### config.mk
export PLATFORM = sky130hd
export DESIGN_NAME = matrix_loader_flat
export DESIGN_NICKNAME = d
export VERILOG_FILES = /design/src/rtl/matrix_pkg.sv /design/src/rtl/matrix_loader_if.sv /design/src/rtl/mm_timeout_ctr.sv /design/src/rtl/matrix_loader.sv /design/src/flat_wrapper.sv
export SDC_FILE = /design/constraint.sdc
export NUM_CORES = 1
export LEC_CHECK = 0
export BUFFER_PORTS_ARGS = -buffer_cell sky130_fd_sc_hd__buf_2
export CAP_MARGIN = 15
export CORE_UTILIZATION = 48
export CTS_CLUSTER_DIAMETER = 100
export DETAILED_ROUTE_END_ITERATION = 7
export GPL_TIMING_DRIVEN = 0
export PLACE_DENSITY = 0.8
export SLEW_MARGIN = 0
export SYNTH_ARGS = -nofsm -noshare
export SYNTH_HDL_FRONTEND = slang
export SYNTH_SLANG_ARGS = --single-unit
### constraint.sdc
create_clock -name clk -period 1.8 [get_ports clk]
set_clock_uncertainty 0.1 [all_clocks]
set_input_delay 0.18 -clock clk [delete_from_list [all_inputs] [get_ports clk]]
set_output_delay 0.18 -clock clk [all_outputs]
set_load 0.03 [all_outputs]
### src/rtl/matrix_pkg.sv
// Shared matrix accelerator definitions: loader FSM states and default bus widths
// used by the loader, the accelerator and the input RAM instances.
package matrix_pkg;

  localparam int MATRIX_DATA_WIDTH = 64;
  localparam int MATRIX_ADDR_WIDTH = 4;
  localparam int TIMEOUT_WIDTH     = 16;

  typedef enum logic [1:0] {
    IDLE,
    LOAD,
    START,
    WAIT
  } loader_state_t;

endpackage

### src/rtl/matrix_loader_if.sv
// Valid/ready operand-word stream feeding the matrix loader.
interface matrix_loader_if #(
  parameter int DATA_WIDTH = matrix_pkg::MATRIX_DATA_WIDTH
);

  logic                  in_valid;
  logic                  in_ready;
  logic [DATA_WIDTH-1:0] in_data;
  logic                  in_last;

  modport master (
    output in_valid,
    output in_data,
    output in_last,
    input  in_ready
  );

  modport slave (
    input  in_valid,
    input  in_data,
    input  in_last,
    output in_ready
  );

endinterface

### src/rtl/mm_timeout_ctr.sv
// Clearable, enabled up-counter; tc flags the increment that reaches LIMIT.
module mm_timeout_ctr #(
  parameter int WIDTH = 16,
  parameter int LIMIT = 255
) (
  input  logic clk,
  input  logic rst,
  input  logic clr,
  input  logic en,
  output logic tc
);

  logic [WIDTH-1:0] count;

  always_ff @(posedge clk) begin
    if (rst || clr) begin
      count <= '0;
    end else if (en) begin
      count <= count + 1'b1;
    end
  end

  assign tc = en && (count == WIDTH'(LIMIT - 1));

endmodule

### src/rtl/matrix_loader.sv
// Loads WORDS stream words into the input RAM, starts the accelerator and waits for done.
// Optional MATRIX_LOADER_CKSUM_EN adds a running XOR checksum output of the current job.
module matrix_loader
  import matrix_pkg::*;
#(
  parameter int DATA_WIDTH   = MATRIX_DATA_WIDTH,
  parameter int ADDR_WIDTH   = MATRIX_ADDR_WIDTH,
  parameter int WORDS        = 16,
  parameter int DONE_TIMEOUT = 255
) (
  input  logic                  clk,
  input  logic                  rst,
  matrix_loader_if.slave        in_if,
  output logic [ADDR_WIDTH-1:0] mem_addr,
  output logic [DATA_WIDTH-1:0] mem_wdata,
  output logic                  mem_we,
  output logic                  load_active,
  output logic                  comp_enb,
  input  logic                  acc_done,
  output logic                  busy,
  output logic                  job_done,
  output logic                  err_short,
  output logic                  err_timeout
`ifdef MATRIX_LOADER_CKSUM_EN
  ,
  output logic [DATA_WIDTH-1:0] cksum
`endif
);

  localparam logic [ADDR_WIDTH-1:0] LAST_IDX = ADDR_WIDTH'(WORDS - 1);

  loader_state_t         state, state_next;
  logic [ADDR_WIDTH-1:0] word_cnt;
  logic                  xfer;
  logic                  final_word;
  logic                  early_last;
  logic                  in_wait;
  logic                  tmo_tc;

  // word_cnt is 0 whenever the FSM is in IDLE, so it doubles as the write address.
  assign in_if.in_ready = !rst && (state == IDLE || state == LOAD);
  assign xfer           = in_if.in_valid && in_if.in_ready;
  assign final_word     = (word_cnt == LAST_IDX);
  assign early_last     = xfer && in_if.in_last && !final_word;
  assign in_wait        = (state == WAIT);
  assign busy           = (state != IDLE);
  assign load_active    = (state == LOAD) || mem_we;

  // NOTE: default assigned first so no branch leaves state_next unassigned (no latch).
  always_comb begin
    state_next = state;
    case (state)
      IDLE, LOAD: begin
        if (xfer) begin
          if (final_word)          state_next = START;
          else if (in_if.in_last)  state_next = IDLE;
          else                     state_next = LOAD;
        end
      end
      START:   state_next = WAIT;
      WAIT:    if (acc_done || tmo_tc) state_next = IDLE;
      default: state_next = IDLE;
    endcase
  end

  // NOTE: non-blocking (<=) so every register samples pre-edge values.
  always_ff @(posedge clk) begin
    if (rst) begin
      state       <= IDLE;
      word_cnt    <= '0;
      mem_we      <= 1'b0;
      mem_addr    <= '0;
      mem_wdata   <= '0;
      comp_enb    <= 1'b0;
      job_done    <= 1'b0;
      err_short   <= 1'b0;
      err_timeout <= 1'b0;
    end else begin
      state    <= state_next;
      mem_we   <= xfer;
      comp_enb <= (state == START);
      job_done <= in_wait && acc_done;
      if (xfer) begin
        mem_addr  <= word_cnt;
        mem_wdata <= in_if.in_data;
        word_cnt  <= (final_word || in_if.in_last) ? '0 : word_cnt + 1'b1;
      end
      // A new job clears the sticky flags; a same-cycle early in_last re-sets err_short.
      if (xfer && state == IDLE) begin
        err_short   <= 1'b0;
        err_timeout <= 1'b0;
      end
      if (early_last) err_short <= 1'b1;
      if (in_wait && tmo_tc && !acc_done) err_timeout <= 1'b1;
    end
  end

  mm_timeout_ctr #(
    .WIDTH (TIMEOUT_WIDTH),
    .LIMIT (DONE_TIMEOUT)
  ) u_timeout_ctr (
    .clk (clk),
    .rst (rst),
    .clr (!in_wait),
    .en  (in_wait),
    .tc  (tmo_tc)
  );

`ifdef MATRIX_LOADER_CKSUM_EN
  always_ff @(posedge clk) begin
    if (rst) begin
      cksum <= '0;
    end else if (xfer) begin
      cksum <= (state == IDLE) ? in_if.in_data : (cksum ^ in_if.in_data);
    end
  end
`endif

endmodule
### src/flat_wrapper.sv
// flat-port wrapper written by rule: the top's interface ports become plain ports
module matrix_loader_flat import matrix_pkg::*;
#(
  parameter int DATA_WIDTH   = MATRIX_DATA_WIDTH,
  parameter int ADDR_WIDTH   = MATRIX_ADDR_WIDTH,
  parameter int WORDS        = 16,
  parameter int DONE_TIMEOUT = 255
)
  (clk, rst, mem_addr, mem_wdata, mem_we, load_active, comp_enb, acc_done, busy, job_done, err_short, err_timeout, in_if_in_valid, in_if_in_data, in_if_in_last, in_if_in_ready);
  matrix_loader_if #(.DATA_WIDTH(DATA_WIDTH)) in_if_i ();
  input  logic clk;
  input  logic rst;
  output logic [ADDR_WIDTH-1:0] mem_addr;
  output logic [DATA_WIDTH-1:0] mem_wdata;
  output logic mem_we;
  output logic load_active;
  output logic comp_enb;
  input  logic acc_done;
  output logic busy;
  output logic job_done;
  output logic err_short;
  output logic err_timeout;
  input wire logic [$bits(in_if_i.in_valid)-1:0] in_if_in_valid;
  input wire logic [$bits(in_if_i.in_data)-1:0] in_if_in_data;
  input wire logic [$bits(in_if_i.in_last)-1:0] in_if_in_last;
  output wire logic [$bits(in_if_i.in_ready)-1:0] in_if_in_ready;
  assign in_if_i.in_valid = in_if_in_valid;
  assign in_if_i.in_data = in_if_in_data;
  assign in_if_i.in_last = in_if_in_last;
  assign in_if_in_ready = in_if_i.in_ready;
  matrix_loader #(.DATA_WIDTH(DATA_WIDTH), .ADDR_WIDTH(ADDR_WIDTH), .WORDS(WORDS), .DONE_TIMEOUT(DONE_TIMEOUT)) u_core (.clk(clk), .rst(rst), .in_if(in_if_i), .mem_addr(mem_addr), .mem_wdata(mem_wdata), .mem_we(mem_we), .load_active(load_active), .comp_enb(comp_enb), .acc_done(acc_done), .busy(busy), .job_done(job_done), .err_short(err_short), .err_timeout(err_timeout));
endmodule
* Yosys cells after proc, flatten, opt, wreduce, memory -nomap -nowiden *
Cells that the tools add are included.

word-level totals
  register bits = 95
  logic and storage cells = 52
  input port bits = 69

operators by class
  mux-type cells = 9
  reductions and logical operators = 24
  equal/unequal tests = 7
  add/subtract/negate cells = 2

operator list
  cell                                                                     count
  16-bit by 1-bit adder with 16-bit output, second input constant          1
  16-bit by 8-bit == test with 1-bit output, second input constant         1
  1-bit logical AND                                                        9
  2-bit 2-to-1 mux                                                         3
  2-bit case mux with 3 select lines                                       1
  2-bit nonzero test                                                       3
  1-bit logical OR                                                         5
  4-bit by 1-bit adder with 4-bit output, second input constant            1
  2-bit == test, second input constant                                     2
  4-bit == test, second input constant                                     1
  1-bit zero test                                                          4
  1-bit 2-to-1 mux                                                         4
  4-bit 2-to-1 mux                                                         1
  2-bit by 1-bit == test with 1-bit output, second input constant          1
  2-bit zero test                                                          1
  2-bit by 1-bit inequality test with 1-bit output, second input constant  1
  2-bit inequality test, second input constant                             1
  2-bit AND reduction                                                      1
  2-bit OR reduction                                                       1

* Depth between registers and ports, before layout *
  depth in word-level cells = 7
  depth in mapped cells = 6

* Hierarchy *
Synthesis repeated with hierarchy kept, for this count alone.

unflattened totals
  cell total of the unflattened synthesis = 437
  area total of the unflattened synthesis = 3753.6 um2

modules (own cells, without submodules)
  module          area an instance (um2)  cells an instance  times used
  matrix_loader   2990.4                  351                1
  mm_timeout_ctr  763.2                   86                 1

* Least setup slack after synthesis *
Ideal clock, no wire load.

  path kind = register to register
  start = reg u_core.state[1]
  end = reg u_core.word_cnt[3]
  arrival time = 1435 ps
  required time = 1626 ps
  setup slack = 191 ps
  library setup time = 74 ps
  cell stages (with the launch flop) = 5
  path through = dfxtp_1 -> or3b_1 -> clkbuf_2 -> or4_1 -> a31oi_1

between the ends
  word-level cells in the longest chain between the ends = 4

RTL lines
  element                                                                      RTL line             text
  from (decl)                                                                  matrix_loader.sv:32  loader_state_t state, state_next;
  from (signal assigned)                                                       matrix_loader.sv:79  state <= state_next;
  2-bit by 1-bit == test with 1-bit output or 2-bit zero test (tied branches)  matrix_loader.sv:41  assign in_if.in_ready = !rst && (state == IDLE || state == LOAD);
  1-bit logical OR (*)                                                         matrix_loader.sv:41
  1-bit logical AND (*)                                                        matrix_loader.sv:41
  1-bit logical AND (*)                                                        matrix_loader.sv:42  assign xfer = in_if.in_valid && in_if.in_ready;
  to (signal assigned)                                                         matrix_loader.sv:86  word_cnt <= (final_word || in_if.in_last) ? '0 : word_cnt + 1'b1;
  to (decl)                                                                    matrix_loader.sv:33  logic [ADDR_WIDTH-1:0] word_cnt;

Mark *: on every way between the ends. The rest lies on a longest branch, timed or not.
A chain may end at the register's enable or synchronous reset.

* Worst setup path after layout *
  start = reg u_core.u_timeout_ctr.count[2]
  end = reg u_core.u_timeout_ctr.count[15]

between the ends
  word-level cells in the longest chain between the ends = 1

RTL lines
  element                                   RTL line              text
  from (decl)                               mm_timeout_ctr.sv:13  logic [WIDTH-1:0] count;
  from (signal assigned)                    mm_timeout_ctr.sv:19  count <= count + 1'b1;
  16-bit by 1-bit adder with 16-bit output  mm_timeout_ctr.sv:19

No other way between the ends.

==> summary.md <==
| Metric | Value |
|---|---|
| Slew @ Worst Pin | `0.458 ns` |
| Number of routed nets with antenna violations | `0` |
| Reg clk slew, reported paths | `0.10 ns` |
| Fillers | `551` |
| Cell count after synthesis | `432` |
| Inserted Diodes | `0` |
| Crit share post-route | `95.7%` |
| Top cell type's share of synthesized area | `52.2%` |
| Synth Area in Compound Gates | `4.95%` |
| Hold Violations, Final | `0` |
| Clk sinks | `95` |
| Final HPWL DP | `6.51 mm` |
| Power per Cell Area | `845 mW/mm2` |
| Drt pass-1 iters | `4` |
| Final Net Count | `725` |
| Largest net degree at the start of global routing | `19` |
| Vias in the first global route | `3,642` |
| Max-slew violation count | `0` |
| DRC errors left | `0` |
| Register area share after synthesis | `52.2%` |
| Initial core utilization | `49.9%` |
| Max cap viols | `0` |
| Worst path slowest cell | `or4_1` |
| Mux contribution to synthesized area | `0%` |
| R2R Setup Slk | `0.08 ns` |
| R2R cell count | `4` |
| GRT overflow | `0` |
| Crit path launch type | `flop` |
| Largest family of logic cells by synthesized area | `simple AND/OR/NAND/NOR gates` |
| Root Buffer Master | `clkbuf_8` |
| Via count | `3,708` |
| Row Count | `31` |
| Port Buffers | `144` |
| Worst hold slack | `0.0230 ns` |
| Crit-path cells | `and4_1, nand4_1, or4_1, a21oi_1` |
| Top post-synthesis cells by area | `dfxtp_1 (52%), nand2_1 (15%), nand3b_1 (14%)` |
| Core box area | `0.00729 mm2` |
| FF-to-FF Start | `u_core.u_timeout_ctr.count[2]$_SDFFE_PP0N_` |
| Relative slew slack | `69.0%` |
| CP Data Arrival Time | `1.92 ns` |
| Finished Cell Area | `0.00538 mm2` |
| Die H | `89.1 um` |
| Post-Syn Area | `0.00364 mm2` |
| Crit path largest cell delay | `0.47 ns` |
| Most frequent cells after synthesis | `nand2_1 (143), dfxtp_1 (95), nand3b_1 (67)` |
| Simple-gate share of the synthesized area | `36.4%` |
| Reg-to-reg endpoint | `u_core.u_timeout_ctr.count[15]$_SDFFE_PP0N_` |
| Via density | `4.90` |
| Synth warn | `0` |
| Wirelength per Cell | `13.7 um` |
| Overall routing resource usage | `25.6%` |
| Syn Nets | `504` |
| Required time of the critical path | `1.99 ns` |
| Fmax | `580 MHz` |
| #FFs+latches synth | `95` |
| Final worst slack | `0.0767 ns` |
| Synth Flop Type | `dfxtp_1` |
| CTS tree | `yes` |
| First-iteration detailed-routing DRC count | `130` |
| Total die area | `0.00794 mm2` |
| TritonCTS buffer count | `9` |
| Worst-case clock buffer depth | `2` |
| Post-synth EDFFs | `0` |
| Largest area contributor in the netlist | `dfxtp_1` |
| CP Class | `reg2reg` |
| Min cycle time layout | `1.72 ns` |
| Post-Synth XOR/XNOR Area | `1.92%` |
| Antenna violations before repair | `0` |
| Outcome | `complete, no violations` |
| WL final | `10.4 mm` |
| Share of cells above drive strength 1 | `28.1%` |
| Ports | `145` |
| VDD IR max | `0.000458 V` |
| First-pass GRT wire length | `15.7 mm` |
| Post-synthesis cell type count | `36` |
| Setup crit end | `u_core.u_timeout_ctr.count[15]$_SDFFE_PP0N_` |
| Crit path from | `u_core.u_timeout_ctr.count[2]$_SDFFE_PP0N_` |
| H-tree Lvls | `3` |
| Setup TNS | `0 ns` |
| Dpl cell area | `0.00449 mm2` |
| Final GP Congestion | `0.753` |
| Post-synthesis adder-cell area fraction | `1.03%` |
| CP max FO | `7` |
| Synthesized area per cell | `8.43 um2` |
| Final Setup Violations | `0` |
| Most frequent cell after synthesis | `nand2_1` |
| Hold path startpoint | `in_if_in_last` |
| Leak | `2.65 nW` |
| Skew-Pair Late Insertion Delay | `0.35 ns` |
| Post-synth ARST share | `0%` |
| Worst slack, placed | `-0.154 ns` |
| Crit path capture type | `flop` |
| Worst hold path type | `in2reg` |
| Die Width | `89.1 um` |
| Area Overhead vs Synth | `47.7%` |
-- logic make-up after synthesis --
family	count (synthesis)
xor gates and xnor gates	8
AOI/OAI and AO/OA	30
buffers and inverters	32
adders and majority gates	3
and+or+nand+nor	264
DFF	95
-- critical path: cells and delay by family (launching register included) --
| family | cells | cell delay (ns) |
|---|---|---|
| AO/OA/AOI/OAI | 1 | 0.14 |
| flip-flops | 1 | 0.41 |
| AND/OR/NAND/NOR | 3 | 1.01 |
-- power breakdown --
group,internal (W),switching (W),total [W]
clock network,0.000675,0.000805,0.00148
registers,0.00222,0.0000592,0.00228
logic,0.000317,0.000476,0.000793
-- state kept, by name, summed over array words and instances (netlist names) --
name / flops
u_core.mem_we: 1
u_core.err_short: 1
u_core.u_timeout_ctr.count: 16
u_core.mem_addr: 4
u_core.word_cnt: 4
u_core.err_timeout: 1
u_core.state: 2
u_core.comp_enb: 1
u_core.job_done: 1
u_core.mem_wdata: 64
-- through the flow --
stage,cells,util [%],power (W)
finish,757,73.8,0.00455
global route,757,73.8,0.00473
CTS,756,73.5,0.00456
detailed placement,675,61.5,0.00298
global placement,675,61.5,0.00297
floorplan,432,-,0.00274
-- area by class of cell --
class	instances	area [um2]	area share, %
Buffer	27	124	2.30
Clock buffer	9	124	2.30
Clock inverter	7	86.3	1.60
Inverter	5	18.8	0.349
Multi-Input combinational cell	305	1620	30.1
Sequential cell	95	1900	35.4
Tap cell	99	124	2.30
Timing Repair Buffer	210	1380	25.6
-- repair_timing --
| action | in CTS | in global routing |
|---|---|---|
| resized for setup | 8 | 15 |
| endpoints found under the setup margin | 51 | 69 |
| hold buffers | 65 | 0 |
| buffers inserted | 0 | 1 |
| endpoints found under the hold margin | 66 | 0 |
| pin swaps | 0 | 2 |
| gates cloned | 0 | 0 |
-- how the worst min path moves through the flow --
stage                                   endpoint  depth (start not counted)
3_3_place_gp   u_core.mem_wdata[36]$_SDFFE_PP0N_                          3
4_1_cts            u_core.err_short$_SDFFE_PP0P_                          3
5_1_grt            u_core.err_short$_SDFFE_PP0P_                          3
2_1_floorplan   u_core.mem_wdata[0]$_SDFFE_PP0N_                          2
6_report           u_core.err_short$_SDFFE_PP0P_                          3
3_5_place_dp   u_core.mem_wdata[19]$_SDFFE_PP0N_                          3
-- per-layer routing --
layer	part of all wire (%)	routed length, um	global-route usage [%]
met1	42	4400	27.9
met2	49	5120	47.9
met3	7.2	748	5.54
met4	1.4	146	10.4
met5	0	0	0
-- placed cells by master (no fill, tap or decap), drive strengths merged, types with 2 or more instances in the layout --
cell type    netlist  final
a21oi             11     11
a31oi              2      2
and2               2      2
and3               4      4
buf                5    153
clkbuf            22     28
dfxtp             95     95
dlygate4sd3        0     65
ha                 3      3
inv                5      9
nand2            143    143
nand3             10     10
nand3b            67     67
nand4              3      3
nor2              18     18
nor3               3      3
o21ai              9      9
o31ai              2      2
or2                2      2
or3                5      5
or4                2      2
xnor2              3      3
xor2               5      5
Power figures use the tool's default switching activity.
